===== src/rtl/mem_port_arbiter_pkg.sv =====
// Shared types and constants for the fetch / load-store memory port arbiter.
// Latency: n/a (types only).
// Backpressure: n/a (types only).
package mem_port_arbiter_pkg;

    // Sequencer states: accept a request, present it to memory, await the response.
    typedef enum logic [1:0] {
        ST_IDLE = 2'd0,
        ST_REQ  = 2'd1,
        ST_WAIT = 2'd2
    } state_e;

    // Owner encoding, also used as the bit index into the one-hot grant vector.
    localparam logic OWN_IFU = 1'b0;
    localparam logic OWN_LSU = 1'b1;

    // Timeout counter width; TIMEOUT is bounded to 255.
    localparam int CNT_W = 8;

endpackage


===== src/rtl/mem_port_arbiter_rr_arb2.sv =====
// Two-way round-robin picker: one-hot grant among the fetch and load/store valids.
// Latency: purely combinational, zero cycles.
// Backpressure: none; the caller decides whether the grant is used this cycle.
module rr_arb2
    import mem_port_arbiter_pkg::*;
(
    input  logic       ifu_vld_i,
    input  logic       lsu_vld_i,
    input  logic       last_grant_i,
    output logic [1:0] gnt_o
);

    // A lone requester always wins; on a tie the side that did not win last time goes.
    always_comb begin
        gnt_o = 2'b00;
        case ({lsu_vld_i, ifu_vld_i})
            2'b01:   gnt_o[OWN_IFU] = 1'b1;
            2'b10:   gnt_o[OWN_LSU] = 1'b1;
            2'b11: begin
                if (last_grant_i == OWN_LSU) begin
                    gnt_o[OWN_IFU] = 1'b1;
                end else begin
                    gnt_o[OWN_LSU] = 1'b1;
                end
            end
            default: gnt_o = 2'b00;
        endcase
    end

endmodule


===== src/rtl/mem_port_arbiter.sv =====
// Shares one memory port between fetch and load/store; one transaction in flight, with a response timeout.
// Latency: handshake in cycle 0, mem request in cycle 1, response pulse one cycle after mem_rsp_valid.
// Backpressure: request ready only in IDLE; mem_req_ready stalls REQ; responses cannot be backpressured.
module mem_port_arbiter
    import mem_port_arbiter_pkg::*;
#(
    parameter int ADDR_W  = 32,
    parameter int DATA_W  = 32,
    parameter int TIMEOUT = 255
) (
    input  logic                  clk,
    input  logic                  rst,

    input  logic                  ifu_req_valid,
    output logic                  ifu_req_ready,
    input  logic [ADDR_W-1:0]     ifu_addr,
    output logic                  ifu_rsp_valid,
    output logic [DATA_W-1:0]     ifu_rsp_data,
    output logic                  ifu_rsp_err,

    input  logic                  lsu_req_valid,
    output logic                  lsu_req_ready,
    input  logic [ADDR_W-1:0]     lsu_addr,
    input  logic                  lsu_wen,
    input  logic [DATA_W-1:0]     lsu_wdata,
    input  logic [DATA_W/8-1:0]   lsu_wmask,
    output logic                  lsu_rsp_valid,
    output logic [DATA_W-1:0]     lsu_rsp_data,
    output logic                  lsu_rsp_err,

    output logic                  mem_req_valid,
    input  logic                  mem_req_ready,
    output logic [ADDR_W-1:0]     mem_addr,
    output logic                  mem_wen,
    output logic [DATA_W-1:0]     mem_wdata,
    output logic [DATA_W/8-1:0]   mem_wmask,
    input  logic                  mem_rsp_valid,
    input  logic [DATA_W-1:0]     mem_rsp_data
);

    localparam logic [CNT_W-1:0] TMO = CNT_W'(TIMEOUT);

    state_e               state_q, state_d;
    logic                 owner_q, owner_d;
    logic                 last_grant_q, last_grant_d;
    logic [CNT_W-1:0]     cnt_q, cnt_d;

    logic [ADDR_W-1:0]    addr_q, addr_d;
    logic                 wen_q, wen_d;
    logic [DATA_W-1:0]    wdata_q, wdata_d;
    logic [DATA_W/8-1:0]  wmask_q, wmask_d;

    logic                 ifu_rsp_valid_q, ifu_rsp_valid_d;
    logic [DATA_W-1:0]    ifu_rsp_data_q, ifu_rsp_data_d;
    logic                 ifu_rsp_err_q, ifu_rsp_err_d;
    logic                 lsu_rsp_valid_q, lsu_rsp_valid_d;
    logic [DATA_W-1:0]    lsu_rsp_data_q, lsu_rsp_data_d;
    logic                 lsu_rsp_err_q, lsu_rsp_err_d;

    logic [1:0]           gnt;
    logic                 ifu_rdy, lsu_rdy;
    logic                 deliver, deliver_err;
    logic [DATA_W-1:0]    deliver_data;
    logic [CNT_W-1:0]     cnt_inc;

    rr_arb2 u_rr_arb2 (
        .ifu_vld_i    (ifu_req_valid),
        .lsu_vld_i    (lsu_req_valid),
        .last_grant_i (last_grant_q),
        .gnt_o        (gnt)
    );

    assign cnt_inc = cnt_q + 1'b1;

    // Next-state, request latching and response generation for the three-state sequencer.
    always_comb begin
        state_d         = state_q;
        owner_d         = owner_q;
        last_grant_d    = last_grant_q;
        cnt_d           = cnt_q;
        addr_d          = addr_q;
        wen_d           = wen_q;
        wdata_d         = wdata_q;
        wmask_d         = wmask_q;
        ifu_rsp_valid_d = 1'b0;
        ifu_rsp_data_d  = ifu_rsp_data_q;
        ifu_rsp_err_d   = ifu_rsp_err_q;
        lsu_rsp_valid_d = 1'b0;
        lsu_rsp_data_d  = lsu_rsp_data_q;
        lsu_rsp_err_d   = lsu_rsp_err_q;
        ifu_rdy         = 1'b0;
        lsu_rdy         = 1'b0;
        deliver         = 1'b0;
        deliver_err     = 1'b0;
        deliver_data    = '0;

        case (state_q)
            ST_IDLE: begin
                // Ready is withheld during reset so no request is taken that the reset will drop.
                ifu_rdy = gnt[OWN_IFU] & ~rst;
                lsu_rdy = gnt[OWN_LSU] & ~rst;
                if (ifu_req_valid && ifu_rdy) begin
                    addr_d       = ifu_addr;
                    wen_d        = 1'b0;
                    wdata_d      = '0;
                    wmask_d      = '0;
                    owner_d      = OWN_IFU;
                    last_grant_d = OWN_IFU;
                    state_d      = ST_REQ;
                end else if (lsu_req_valid && lsu_rdy) begin
                    addr_d       = lsu_addr;
                    wen_d        = lsu_wen;
                    wdata_d      = lsu_wdata;
                    wmask_d      = lsu_wmask;
                    owner_d      = OWN_LSU;
                    last_grant_d = OWN_LSU;
                    state_d      = ST_REQ;
                end
            end
            ST_REQ: begin
                if (mem_req_ready) begin
                    cnt_d   = '0;
                    state_d = ST_WAIT;
                end
            end
            ST_WAIT: begin
                // A real response in the same cycle the counter would expire takes priority.
                if (mem_rsp_valid) begin
                    deliver      = 1'b1;
                    deliver_data = mem_rsp_data;
                    state_d      = ST_IDLE;
                end else begin
                    cnt_d = cnt_inc;
                    if (cnt_inc == TMO) begin
                        deliver     = 1'b1;
                        deliver_err = 1'b1;
                        state_d     = ST_IDLE;
                    end
                end
            end
            default: begin
                state_d = ST_IDLE;
            end
        endcase

        if (deliver) begin
            if (owner_q == OWN_IFU) begin
                ifu_rsp_valid_d = 1'b1;
                ifu_rsp_data_d  = deliver_data;
                ifu_rsp_err_d   = deliver_err;
            end else begin
                lsu_rsp_valid_d = 1'b1;
                lsu_rsp_data_d  = deliver_data;
                lsu_rsp_err_d   = deliver_err;
            end
        end
    end

    // State, latched request and response registers; reset abandons any transaction in flight.
    always_ff @(posedge clk) begin
        if (rst) begin
            state_q         <= ST_IDLE;
            owner_q         <= OWN_IFU;
            last_grant_q    <= OWN_LSU;
            cnt_q           <= '0;
            addr_q          <= '0;
            wen_q           <= 1'b0;
            wdata_q         <= '0;
            wmask_q         <= '0;
            ifu_rsp_valid_q <= 1'b0;
            ifu_rsp_data_q  <= '0;
            ifu_rsp_err_q   <= 1'b0;
            lsu_rsp_valid_q <= 1'b0;
            lsu_rsp_data_q  <= '0;
            lsu_rsp_err_q   <= 1'b0;
        end else begin
            state_q         <= state_d;
            owner_q         <= owner_d;
            last_grant_q    <= last_grant_d;
            cnt_q           <= cnt_d;
            addr_q          <= addr_d;
            wen_q           <= wen_d;
            wdata_q         <= wdata_d;
            wmask_q         <= wmask_d;
            ifu_rsp_valid_q <= ifu_rsp_valid_d;
            ifu_rsp_data_q  <= ifu_rsp_data_d;
            ifu_rsp_err_q   <= ifu_rsp_err_d;
            lsu_rsp_valid_q <= lsu_rsp_valid_d;
            lsu_rsp_data_q  <= lsu_rsp_data_d;
            lsu_rsp_err_q   <= lsu_rsp_err_d;
        end
    end

    assign ifu_req_ready = ifu_rdy;
    assign lsu_req_ready = lsu_rdy;

    assign mem_req_valid = (state_q == ST_REQ);
    assign mem_addr      = addr_q;
    assign mem_wen       = wen_q;
    assign mem_wdata     = wdata_q;
    assign mem_wmask     = wmask_q;

    assign ifu_rsp_valid = ifu_rsp_valid_q;
    assign ifu_rsp_data  = ifu_rsp_data_q;
    assign ifu_rsp_err   = ifu_rsp_err_q;
    assign lsu_rsp_valid = lsu_rsp_valid_q;
    assign lsu_rsp_data  = lsu_rsp_data_q;
    assign lsu_rsp_err   = lsu_rsp_err_q;

endmodule


===== config.mk =====
export PLATFORM = sky130hd
export DESIGN_NAME = mem_port_arbiter
export DESIGN_NICKNAME = d
export VERILOG_FILES = /design/src/rtl/mem_port_arbiter_pkg.sv /design/src/rtl/mem_port_arbiter_rr_arb2.sv /design/src/rtl/mem_port_arbiter.sv
export SDC_FILE = /design/constraint.sdc
export NUM_CORES = 1
export LEC_CHECK = 0
export BUFFER_PORTS_ARGS = -buffer_cell sky130_fd_sc_hd__buf_4
export CELL_PAD_IN_SITES_DETAIL_PLACEMENT = 1
export CELL_PAD_IN_SITES_GLOBAL_PLACEMENT = 1
export CORE_MARGIN = 1.5
export CORE_UTILIZATION = 26
export DETAILED_ROUTE_END_ITERATION = 7
export PLACE_DENSITY = 0.61
export SETUP_SLACK_MARGIN = 0.02
export SYNTH_ARGS = -nofsm -noshare
export SYNTH_HDL_FRONTEND = slang
export SYNTH_HIERARCHICAL = 1
export SYNTH_SLANG_ARGS = --single-unit
export TNS_END_PERCENT = 10

===== constraint.sdc =====
create_clock -name clk -period 3.6 [get_ports clk]
set_clock_uncertainty 0.2 [all_clocks]
set_input_delay 0.36 -clock clk [delete_from_list [all_inputs] [get_ports clk]]
set_output_delay 0.36 -clock clk [all_outputs]
set_load 0.1 [all_outputs]

Word-level counts from Yosys, hierarchy flattened --
Index checks and enable logic that the tools add are counted.
Operators by class: $add $sub $neg 1, multiply operators 0, divide/modulo/power cells 0, order comparisons 0, equal/unequal tests 10, shift-type cells 0, multiplexer cells 34, bitwise operators 5, reductions and logical operators 11
Operators by type and width (number):
- two-way mux 32 bit | 6
- two-way mux 8 bit | 2
- one-hot mux 8 bit (2 select lines) | 1
- two-way mux 1 bit | 15
- two-way mux 2 bit | 5
- adder 8 x 1 -> 8 bit, second input constant | 1
- == test 8 bit, second input constant | 1
- two-way mux 4 bit | 2
- == test 2 bit, second input constant | 3
- inequality test 3 bit, second input constant | 2
- one-hot mux 2 bit (3 select lines) | 1
- AND reduction 2 bit | 3
- AND reduction 3 bit | 2
- == test 2 x 1 -> 1 bit, second input constant | 2
- one-hot mux 1 bit (2 select lines) | 2
- nonzero test 2 bit | 2
- NOT 1 bit | 3
- bitwise AND 1 bit | 2
- logical AND 1 bit | 2
- logical NOT 2 bit | 1
- inequality test 2 x 1 -> 1 bit, second input constant | 1
- inequality test 2 bit, second input constant | 1
- OR reduction 2 bit | 1
Storage, ports and cells: flip-flop bits (word level) 149, bits in latches 0, bits in writable memories 0, bits in read-only memories 0, bits of input ports 139, logic and storage cells 75, memories kept 0

Logic depth before layout (Yosys ltp) --
Gate-level depths: netlist of run 1.
word-level depth 7, gate-level depth with buffers 9, mapped depth without buffers 6

Cells and area by module --
Netlist of run 1, hierarchy kept.
By module, submodules not included:
- mem_port_arbiter | times used 1, cells an instance 659, area an instance 6199.7 µm², seq. area each 2982.9 µm²
- rr_arb2 | times used 1, cells an instance 3, area an instance 18.8 µm², seq. area each 0.0 µm²

Worst setup path after synthesis of run 1 --
No wires, ideal clock.
kind in2out, start input rst, end output ifu_req_ready, arrival 3.992 ns, path slack -0.952 ns, stages 4, cell sequence buf_2 -> clkbuf_1 -> clkbuf_1 -> nor4b_1
On the way: cells in the longest elaborated chain, start to end 3
RTL lines:
- from (decl) | line mem_port_arbiter.sv:12 | input logic rst,
- NOT 1 bit | line mem_port_arbiter.sv:100 | ifu_rdy = gnt[OWN_IFU] & ~rst;
- bitwise AND 1 bit | line mem_port_arbiter.sv:100
- two-way mux 1 bit | line mem_port_arbiter.sv:97 | case (state_q)
- to (decl) | line mem_port_arbiter.sv:15 | output logic ifu_req_ready,
No other way between the ends.

Final worst setup path of run 1 --
start register cnt_q[0], end register lsu_rsp_valid_q (netlist: lsu_rsp_valid)
On the way: cells in the longest elaborated chain, start to end 7
RTL lines:
- from (decl) | line mem_port_arbiter.sv:46 | logic [CNT_W-1:0] cnt_q, cnt_d;
- from (signal assigned) | line mem_port_arbiter.sv:180 | cnt_q <= cnt_d;
- adder 8 x 1 -> 8 bit | line mem_port_arbiter.sv:73 | assign cnt_inc = cnt_q + 1'b1;
- == test 8 bit | line mem_port_arbiter.sv:134 | if (cnt_inc == TMO) begin
- two-way mux 1 bit | line mem_port_arbiter.sv:134
- two-way mux 1 bit | line mem_port_arbiter.sv:128 | if (mem_rsp_valid) begin
- two-way mux 1 bit | line mem_port_arbiter.sv:97
- NOT 1 bit (no source line)
- OR reduction 2 bit (no source line)
- to (signal assigned) | line mem_port_arbiter.sv:188 | lsu_rsp_valid_q <= lsu_rsp_valid_d;
- to (decl) | line mem_port_arbiter.sv:56 | logic lsu_rsp_valid_q, lsu_rsp_valid_d;
No other way between the ends. A chain may end at the register's enable or synchronous reset.

==> results of run 1 <==
==> layer usage <==
metal | global-route usage (%) | part of all wire [%] | vias up
met5 | 0 | 0 | -
met4 | 7.41 | 2.5 | 0
met3 | 3.31 | 4.6 | 32
met2 | 30.0 | 50 | 166
met1 | 20.7 | 43 | 2971
li1 | - | - | 3037
==> flip-flops by register name, indices dropped and copies added, names as in the netlist <==
register and count:
mem_wen 1, mem_wdata 32, state_q 2, lsu_rsp_valid 1, mem_wmask 4, ifu_rsp_valid 1, ifu_rsp_data 32, last_grant_q 1
mem_addr 32, lsu_rsp_err 1, owner_q 1, cnt_q 8, ifu_rsp_err 1, lsu_rsp_data 32
==> final timing paths <==
path | startpoint | end | slack [ns] | cells past startpoint
worst max-delay path | cnt_q[0] | lsu_rsp_valid | 1.18 | 7
worst min-delay path | mem_req_ready | state_q[0] | 0.04 | 3
worst max register to register | cnt_q[0] | lsu_rsp_valid | 1.18 | 7
worst min register to register | ifu_rsp_data[27] | ifu_rsp_data[27] | 0.27 | 2
==> kinds of logic (layout without fill, tap and decap cells) <==
kind of cell             Yosys count  in the layout  share of synthesized area [%]
XOR/XNOR                           2              2                          0.282
buffers and inverters             59            394                           4.53
flip-flops                       149            149                           48.0
multiplexers                      32             32                           5.15
AO/OA/AOI/OAI                    232            232                           27.3
AND/OR/NAND/NOR                  186            186                           14.3
adder cells (fa/ha/maj)            2              2                          0.402
==> cell usage in the layout (no fill, tap or decap), types with 3 or more instances in the layout <==
cell	synthesis	routed
sky130_fd_sc_hd__and3b_1	3	3
sky130_fd_sc_hd__nor2_2	0	5
sky130_fd_sc_hd__a211oi_1	5	5
sky130_fd_sc_hd__dfxtp_1	149	149
sky130_fd_sc_hd__nand2b_1	35	35
sky130_fd_sc_hd__o21ai_0	29	29
sky130_fd_sc_hd__o21ai_1	41	41
sky130_fd_sc_hd__buf_4	4	287
sky130_fd_sc_hd__dlygate4sd3_1	0	69
sky130_fd_sc_hd__or3_1	3	3
sky130_fd_sc_hd__inv_6	0	5
sky130_fd_sc_hd__a211oi_2	28	28
sky130_fd_sc_hd__mux2i_1	32	32
sky130_fd_sc_hd__buf_12	0	3
sky130_fd_sc_hd__inv_8	0	3
sky130_fd_sc_hd__inv_1	3	3
sky130_fd_sc_hd__a22oi_1	101	101
sky130_fd_sc_hd__clkbuf_16	0	17
sky130_fd_sc_hd__nand3b_1	4	4
sky130_fd_sc_hd__nor2_1	88	83
sky130_fd_sc_hd__nand2_1	38	38
sky130_fd_sc_hd__clkinv_4	0	4
sky130_fd_sc_hd__a21oi_1	14	14
==> per-stage QoR <==
stage          cells  worst slack (ns)  cell area (sq um)
2_1_floorplan    662             0.453               6220
3_3_place_gp    1215              1.26               8590
3_5_place_dp    1215              1.19               8590
4_1_cts         1316              1.16               9870
5_1_grt         1316             0.922               9870
6_report        1316              1.18               9870
==> power breakdown <==
part / internal (W) / total (W) / switching (W)
clock: 0.000986 / 0.00179 / 0.000808
sequential: 0.00170 / 0.00173 / 0.0000326
combinational: 0.000292 / 0.000872 / 0.000580
total: 0.00298 / 0.00440 / 0.00142
==> worst max-delay path, stage by stage, from the launching register on <==
cell                        delay [ns]
sky130_fd_sc_hd__dfxtp_1          0.47
sky130_fd_sc_hd__ha_1             0.29
sky130_fd_sc_hd__nand3_2          0.15
sky130_fd_sc_hd__nor3_1           0.25
sky130_fd_sc_hd__o2111ai_2        0.21
sky130_fd_sc_hd__o21bai_2         0.18
sky130_fd_sc_hd__buf_4            0.36
sky130_fd_sc_hd__nor3b_1          0.23
==> area by class of cell <==
class | instances | area (sq um)
Clock buffer | 17 | 425
Clock inverter | 15 | 164
Fill cell | 2716 | 13600
Inverter | 3 | 11.3
Multi-Input combinational cell | 454 | 2980
Sequential cell | 149 | 2980
Tap cell | 319 | 399
Timing Repair Buffer | 359 | 2910
==> impl_metrics.toml, run 1 <==
[logic_synthesis]
synthDominantAreaCellType = "sky130_fd_sc_hd__dfxtp_1"
yosys_warnings = 6
post-synth-top-count-cell = "sky130_fd_sc_hd__dfxtp_1"
synthesis.area_per_instance_sq_um = 9.39
synth_top_cells_by_area = "sky130_fd_sc_hd__dfxtp_1 48%, sky130_fd_sc_hd__a22oi_1 12%, sky130_fd_sc_hd__a211oi_2 5.6%"
synth.cells.most_frequent = "149 x sky130_fd_sc_hd__dfxtp_1, 101 x sky130_fd_sc_hd__a22oi_1, 88 x sky130_fd_sc_hd__nor2_1"
postSynthNetCount = 803
synth_seq_cells = 149
yosys_top_cell_area_share_pct = 48.0
synth_enable_flop_cells = 0
ys_async_sr_fraction_pct = 0
seq_area_frac_synth_pct = 48.0
synthDistinctLibCells = 46
synthesis.area_sq_mm = 0.00622
dominantRegCellSynth = "sky130_fd_sc_hd__dfxtp_1"
netlist_instances = 662

[cts]
clk_transition_reported_paths_ns = 0.07
clock_latency_of_the_later_clocked_register_in_the_worst_skew_pair_ns = 0.42
cts_htree_levels = 4
clock_tree.buffer_depth = 2
cts_tree = "built"
clockRootBuffer = "sky130_fd_sc_hd__clkbuf_16"
numCtsBuffers = 17
cts_resized = 0
ctsHoldBuffers = 69
post-cts-setup-buffer-count = 0
clkSinkCount = 149

[timing]
report.final.slew_viol_count = 0
hold_violations = 0
layout_worst_path_cycle_share_pct = 67.3
min_period_ns = 2.42
report.final.setup_viol = 0
setup-tns-final_ns = 0
timing.fmax_ghz = 0.413
setup_repair_after_global_routing_missed_its_margin = "no"
worst-slew-pin-transition_ns = 0.616
whs_ns = 0.0365
relSlewSlack_pct = 58.9

[route]
drt_wl_total_mm = 22.0
initialDrtViolationCount = 310
antenna_violating_nets_post_route = 0
wl_per_cell_microns = 16.7
drt_drc_violations_left = 0
dr.pass1.iters = 4
num_vias = 6206
avgViaCountPerCell = 4.72

[die]
floorplan.initialDensity_pct = 26.5
core_sq_mm = 0.0235
rows = 56
die_area_sq_mm = 0.0249
design.portCount = 279
die_h_microns = 158
fp.dieW_microns = 158

[status]
run_status = "finished clean"

[final_layout]
fraction_of_layout_cells_with_a_size_suffix_above_1_pct = 36.4
syn_to_final_growth_pct = 58.7
diodes = 0
final_nets = 1125
final_design_utilization_pct = 42.0

[min_path]
min_path_type = "in2reg"

[worst_setup_path]
timing.setup.critical_path_class = "reg2reg"
arrival_ns = 2.56
worst-endpoint-required_ns = 3.74
worstPathMaxFanout = 34
endpoint_kind = "flip-flop"
cp-start-kind = "flip-flop"

[power_and_ir_drop]
ir_drop_mv = 0.214
total_power_w = 0.00440
power-per-cell-area_mw_per_mm2 = 445
cellLeakagePower_nw = 4.15

[job]
max-cap-violations = 0

[placed_design]
io_buffer_count = 278
dp.final_hpwl_mm = 14.6
gpl.final_weighted_congestion = 0.715

[global_route]
antenna_found_initial = 0
grt_remaining_overflow = 0
global_route.usage.total_pct = 17.3
first_global_vias = 6243
grt_pass1_wl_mm = 33.5
grt_max_degree = 87
Power figures use the tool's default switching activity.
==> run 2: changes to the inputs <==
Settings changed: PLACE_DENSITY 0.61 to 0.63.
Clock period 3.6 ns to 2.1 ns, I/O delays scaled along.
==> run 2 against run 1 <==
Flip-flop and latch count stayed put. Register-to-register slack worse by 1.1 ns. Final cell count is 7.0% higher. Largest cell class is now buffers.
==> impl_metrics.toml, run 2 (synthesis results as in run 1) <==
[worst_setup_path]
timing.setup.critical_path_class = "reg2reg"
timing.critical_path.cells = "ha_2 -> nand3_4 -> o21a_1 -> o2111ai_4 -> o21bai_4 -> buf_12 -> buf_16 -> o21ai_1"
arrival_ns = 2.13
endpoint_kind = "flip-flop"
worstPathMaxFanout = 17
cp-start-kind = "flip-flop"
worst-endpoint-required_ns = 2.25
critPathSlowestCell = "sky130_fd_sc_hd__dfxtp_2"
delay_of_the_slowest_cell_on_the_worst_path_ns = 0.33
cp.buffers_inverters = 2
worst_path_dominant_cell_family = "compound AO/OA/AOI/OAI gates"

[timing]
worst-slew-pin-transition_ns = 0.931
finalWorstSetupSlack_ns = 0.119
setup-tns-final_ns = 0
hold_violations = 0
report.final.slew_viol_count = 0
report.final.setup_viol = 0
layout_worst_path_cycle_share_pct = 94.3
timing.fmax_ghz = 0.505
relSlewSlack_pct = 37.9
min_period_ns = 1.98
whs_ns = 0.00841

[die]
fp.dieW_microns = 158
rows = 56
die_h_microns = 158
design.portCount = 279
die_area_sq_mm = 0.0249
core_sq_mm = 0.0235
floorplan.initialDensity_pct = 26.5

[placed_design]
dp.final_hpwl_mm = 14.9
io_buffer_count = 278
cell_area_after_placement_sq_mm = 0.00877
gpl.final_weighted_congestion = 0.768
placement.setup.worst_slack_ns = -0.0495

[final_layout]
final_nets = 1216
final-seq-area_sq_mm = 0.00299
final.fill_count = 2609
syn_to_final_growth_pct = 76.8
multi_input_comb_area_sq_mm = 0.00309
top_library_cells_by_usage_in_the_layout_fill_and_taps_aside = "303 x sky130_fd_sc_hd__buf_4, 144 x sky130_fd_sc_hd__dfxtp_1, 132 x sky130_fd_sc_hd__dlygate4sd3_1, 97 x sky130_fd_sc_hd__a22oi_1, 83 x sky130_fd_sc_hd__nor2_1"
final_area_sq_mm = 0.0110
mostFrequentLayoutCell = "sky130_fd_sc_hd__buf_4"
fraction_of_layout_cells_with_a_size_suffix_above_1_pct = 37.5

[global_route]
antenna_found_initial = 1
global_route.usage.total_pct = 19.3
grt_max_degree = 74
first_global_vias = 6956
grt_pass1_wl_mm = 37.5
grt_remaining_overflow = 0

[route]
dr.pass1.iters = 4
drt_wl_total_mm = 24.8
avgViaCountPerCell = 4.75
antenna_violating_nets_post_route = 0
initialDrtViolationCount = 281
num_vias = 6695
drt_drc_violations_left = 0
wl_per_cell_microns = 17.6

[cts]
clockRootBuffer = "sky130_fd_sc_hd__clkbuf_16"
clk_transition_reported_paths_ns = 0.06
cts_htree_levels = 4
clock_tree.buffer_depth = 2
cts_tree = "built"
clock_latency_of_the_later_clocked_register_in_the_worst_skew_pair_ns = 0.42
clkSinkCount = 149
numCtsBuffers = 17

[power_and_ir_drop]
ir_drop_mv = 0.488
cellLeakagePower_nw = 4.64
total_power_w = 0.00794
power-per-cell-area_mw_per_mm2 = 722

[job]
max-cap-violations = 0

[min_path]
min_path_type = "in2reg"

[status]
run_status = "finished clean"
==> run 2: cell type report <==
type,count,share of cell area [%]
Antenna cell,1,0.0228
Clock buffer,18,3.90
Clock inverter,14,1.74
Inverter,3,0.102
Multi-Input combinational cell,454,28.1
Sequential cell,149,27.2
Tap cell,319,3.63
Timing Repair Buffer,450,35.4
==> run 2: stage by stage <==
step	utilization (%)	cells
6_report	46.8	1408
2_1_floorplan	-	662
3_3_place_gp	37.4	1229
3_5_place_dp	37.4	1229
5_1_grt	46.8	1408
4_1_cts	45.9	1395
==> run 2: routing by layer <==
metal	global-route usage, %	vias to the layer above	wire, microns
met1	22.1	3244	10100
met5	0	-	0
met4	7.01	0	699
met3	5.37	41	1330
li1	-	3224	-
met2	34.2	186	12700
==> run 2: worst paths after layout <==
check	from	to	slack, ns	cells after the start
worst min register to register	ifu_rsp_data[6]	ifu_rsp_data[6]	0.27	2
worst min-delay path	ifu_addr[4]	mem_addr[4]	0.008	3
worst max-delay path	cnt_q[1]	lsu_rsp_data[29]	0.12	8
worst max register to register	cnt_q[1]	lsu_rsp_data[29]	0.12	8
==> run 2: what timing repair did <==
| item | in CTS | in global routing |
|---|---|---|
| hold endpoints to repair | 137 | 0 |
| setup endpoints to repair | 1 | 81 |
| setup buffers | 1 | 10 |
| cloned | 1 | 2 |
| pin swaps | 3 | 6 |
| resized for setup | 7 | 20 |
| hold buffers | 132 | 0 |
==> run 2: worst reg2reg max path, stage by stage (launching register included) <==
cell,delay (ns)
sky130_fd_sc_hd__dfxtp_2,0.33
sky130_fd_sc_hd__ha_2,0.20
sky130_fd_sc_hd__nand3_4,0.11
sky130_fd_sc_hd__o21a_1,0.23
sky130_fd_sc_hd__o2111ai_4,0.29
sky130_fd_sc_hd__o21bai_4,0.14
sky130_fd_sc_hd__buf_12,0.14
sky130_fd_sc_hd__buf_16,0.15
sky130_fd_sc_hd__o21ai_1,0.13
==> run 2: power by group <==
group	leakage, nW	switching [W]	total (W)	internal, W
sequential	1.21	0.0000559	0.00297	0.00291
clock	0.298	0.00136	0.00327	0.00192
combinational	3.13	0.00106	0.00170	0.000637
total	4.64	0.00248	0.00794	0.00547
==> run 3: changes to the inputs <==
Clock period 2.1 ns to 1.69 ns, I/O delays scaled along.
==> run 3 against run 2 <==
The flow now finishes with violations (setup timing). Flip-flop and latch count stayed put. Die area unchanged. Register-to-register slack got worse by 0.45 ns. Routed wire length increased by 2.5%. Cell area up 4.1%. Global-route usage is 0.74 points higher. Final cell count rose by 2.6%. Setup slack worse by 0.45 ns. Via count up 2.8%. Clock power is 17% higher. Combinational power is 27% higher. Utilization grew 1.9 points. Largest cell class unchanged. Largest power group unchanged. Highest routed layer unchanged.
==> impl_metrics.toml, run 3 (synthesis results as in run 1) <==
[status]
run_status = "finished with violations"
violations = "setup timing"

[cts]
clkSinkCount = 149
clock_latency_of_the_later_clocked_register_in_the_worst_skew_pair_ns = 0.42
clock_tree.buffer_depth = 2
cts_htree_levels = 4
clockRootBuffer = "sky130_fd_sc_hd__clkbuf_16"
numCtsBuffers = 17
cts_tree = "built"
clk_transition_reported_paths_ns = 0.06

[timing]
hold_violations = 0
layout_worst_path_cycle_share_pct = 120
timing.fmax_ghz = 0.494
worst-slew-pin-transition_ns = 0.888
report.final.slew_viol_count = 0
min_period_ns = 2.02
report.final.setup_viol = 144
setup_repair_after_global_routing_missed_its_margin = "yes"
finalWorstSetupSlack_ns = -0.332
relSlewSlack_pct = 40.8
whs_ns = 0.122

[final_layout]
syn_to_final_growth_pct = 84.0
finish.cell_count_without_fillers = 1445
fraction_of_layout_cells_with_a_size_suffix_above_1_pct = 41.2
final_nets = 1254
mostFrequentLayoutCell = "sky130_fd_sc_hd__buf_4"
final.fill_count = 2612
diodes = 0
top_library_cells_by_usage_in_the_layout_fill_and_taps_aside = "326 x sky130_fd_sc_hd__buf_4, 142 x sky130_fd_sc_hd__dfxtp_1, 135 x sky130_fd_sc_hd__dlygate4sd3_1, 101 x sky130_fd_sc_hd__a22oi_1, 81 x sky130_fd_sc_hd__nor2_1"

[route]
num_vias = 6880
dr.pass1.iters = 4
wl_per_cell_microns = 17.6
drt_wl_total_mm = 25.4
antenna_violating_nets_post_route = 0
initialDrtViolationCount = 371
avgViaCountPerCell = 4.76
drt_drc_violations_left = 0

[global_route]
antenna_found_initial = 0
first_global_vias = 7310
grt_remaining_overflow = 0
grt_pass1_wl_mm = 38.9
global_route.usage.total_pct = 20.1
grt_max_degree = 66

[power_and_ir_drop]
cellLeakagePower_nw = 4.88
power-per-cell-area_mw_per_mm2 = 845
total_power_w = 0.00967
ir_drop_mv = 0.578

[min_path]
holdPathStages = 4
hold-path-endpoint = "last_grant_q"
min_path_type = "in2reg"
holdCritStartpoint = "lsu_req_valid"

[worst_setup_path]
cp.buffers_inverters = 4
delay_of_the_slowest_cell_on_the_worst_path_ns = 0.36
timing.critical_path.cells = "buf_6 -> nand4_1 -> xnor2_1 -> o2111ai_2 -> buf_4 -> o21bai_4 -> buf_12 -> clkbuf_16 -> o21ai_2"
number_of_cell_instances_on_the_worst_register_to_register_path = 9
endpoint_kind = "flip-flop"
timing.setup.critical_path_class = "reg2reg"
worst_path_dominant_cell_family = "buffers and inverters"
worst-endpoint-required_ns = 1.79
arrival_ns = 2.12
worstReg2RegStart = "cnt_q[1]"
critPathSlowestCell = "sky130_fd_sc_hd__dfxtp_2"
ff2ff_setup_slack_ns = -0.33
reg2reg_to = "lsu_rsp_data[2]"
worstPathMaxFanout = 4
cp-start-kind = "flip-flop"

[die]
core_sq_mm = 0.0235
floorplan.initialDensity_pct = 26.5
rows = 56
die_area_sq_mm = 0.0249
design.portCount = 279
fp.dieW_microns = 158
die_h_microns = 158

[placed_design]
dp.final_hpwl_mm = 15.3
placement.setup.worst_slack_ns = -0.358
place.detailed.instances = 1263
gpl.final_weighted_congestion = 0.765
io_buffer_count = 278

[job]
max-cap-violations = 0
run 3: cell count changes in the layout (fill, tap and decap cells not counted), sizes merged, moves of 2 or more:
cell / before / now
buf: 316 / 350
bufinv: 3 / 1
clkbuf: 20 / 22
clkinv: 1 / 3
dlygate4sd3: 132 / 135
inv: 11 / 9
run 3: how the worst max path moves through the flow:
stage               startpoint          endpoint  slack (ns)  depth (start not counted)
floorplan           state_q[0]      last_grant_q       -1.04                          6
global placement      cnt_q[0]     lsu_rsp_valid       -0.27                          8
detailed placement    cnt_q[0]     lsu_rsp_valid       -0.36                          8
CTS                   cnt_q[0]  lsu_rsp_data[10]       -0.27                          9
global route          cnt_q[1]   lsu_rsp_data[2]       -0.45                          9
finish                cnt_q[1]   lsu_rsp_data[2]       -0.33                          9
run 3: layer usage:
metal	share of wire, %	wire (microns)	global-route usage (%)
met1	41	10400	22.9
met2	52	13200	36.8
met3	5.1	1290	4.57
met4	2.1	524	6.20
met5	0	0	0
run 3: cell type report:
class / instances / area (sq um) / share of cell area (%)
Timing Repair Buffer: 488 / 4290 / 37.5
Sequential cell: 149 / 2990 / 26.2
Multi-Input combinational cell: 454 / 3160 / 27.6
Tap cell: 319 / 399 / 3.49
Clock inverter: 13 / 136 / 1.19
Clock buffer: 19 / 453 / 3.96
Inverter: 3 / 11.3 / 0.0984
run 3: where the power goes:
group	internal (W)	switching (W)	total, W
logic	0.000832	0.00133	0.00216
registers	0.00362	0.0000696	0.00369
clock network	0.00215	0.00167	0.00382
run 3: worst reg2reg max path: cells and delay by family, from the launching register on:
family	cells	cell delay (ns)
buffers and inverters	4	0.61
DFF	1	0.36
AOI/OAI and AO/OA	3	0.40
xor gates and xnor gates	1	0.20
and+or+nand+nor	1	0.14
run 3: what timing repair did:
item                                   in CTS  in global routing
hold buffers                              135                  0
gates cloned                                3                  1
buffers inserted                            9                  2
resized for setup                          70                 22
setup endpoints to repair                 148                149
endpoints found under the hold margin     138                  0
pin swaps                                  31                 19
run 3: per-stage QoR:
stage,utilization (%),TNS [ns],cell area (sq um)
floorplan,-,-96.98,6260
global placement,38.6,-26.10,9060
detailed placement,38.6,-33.37,9060
CTS,48.2,-25.14,11300
global route,48.7,-43.16,11400
finish,48.7,-27.01,11400
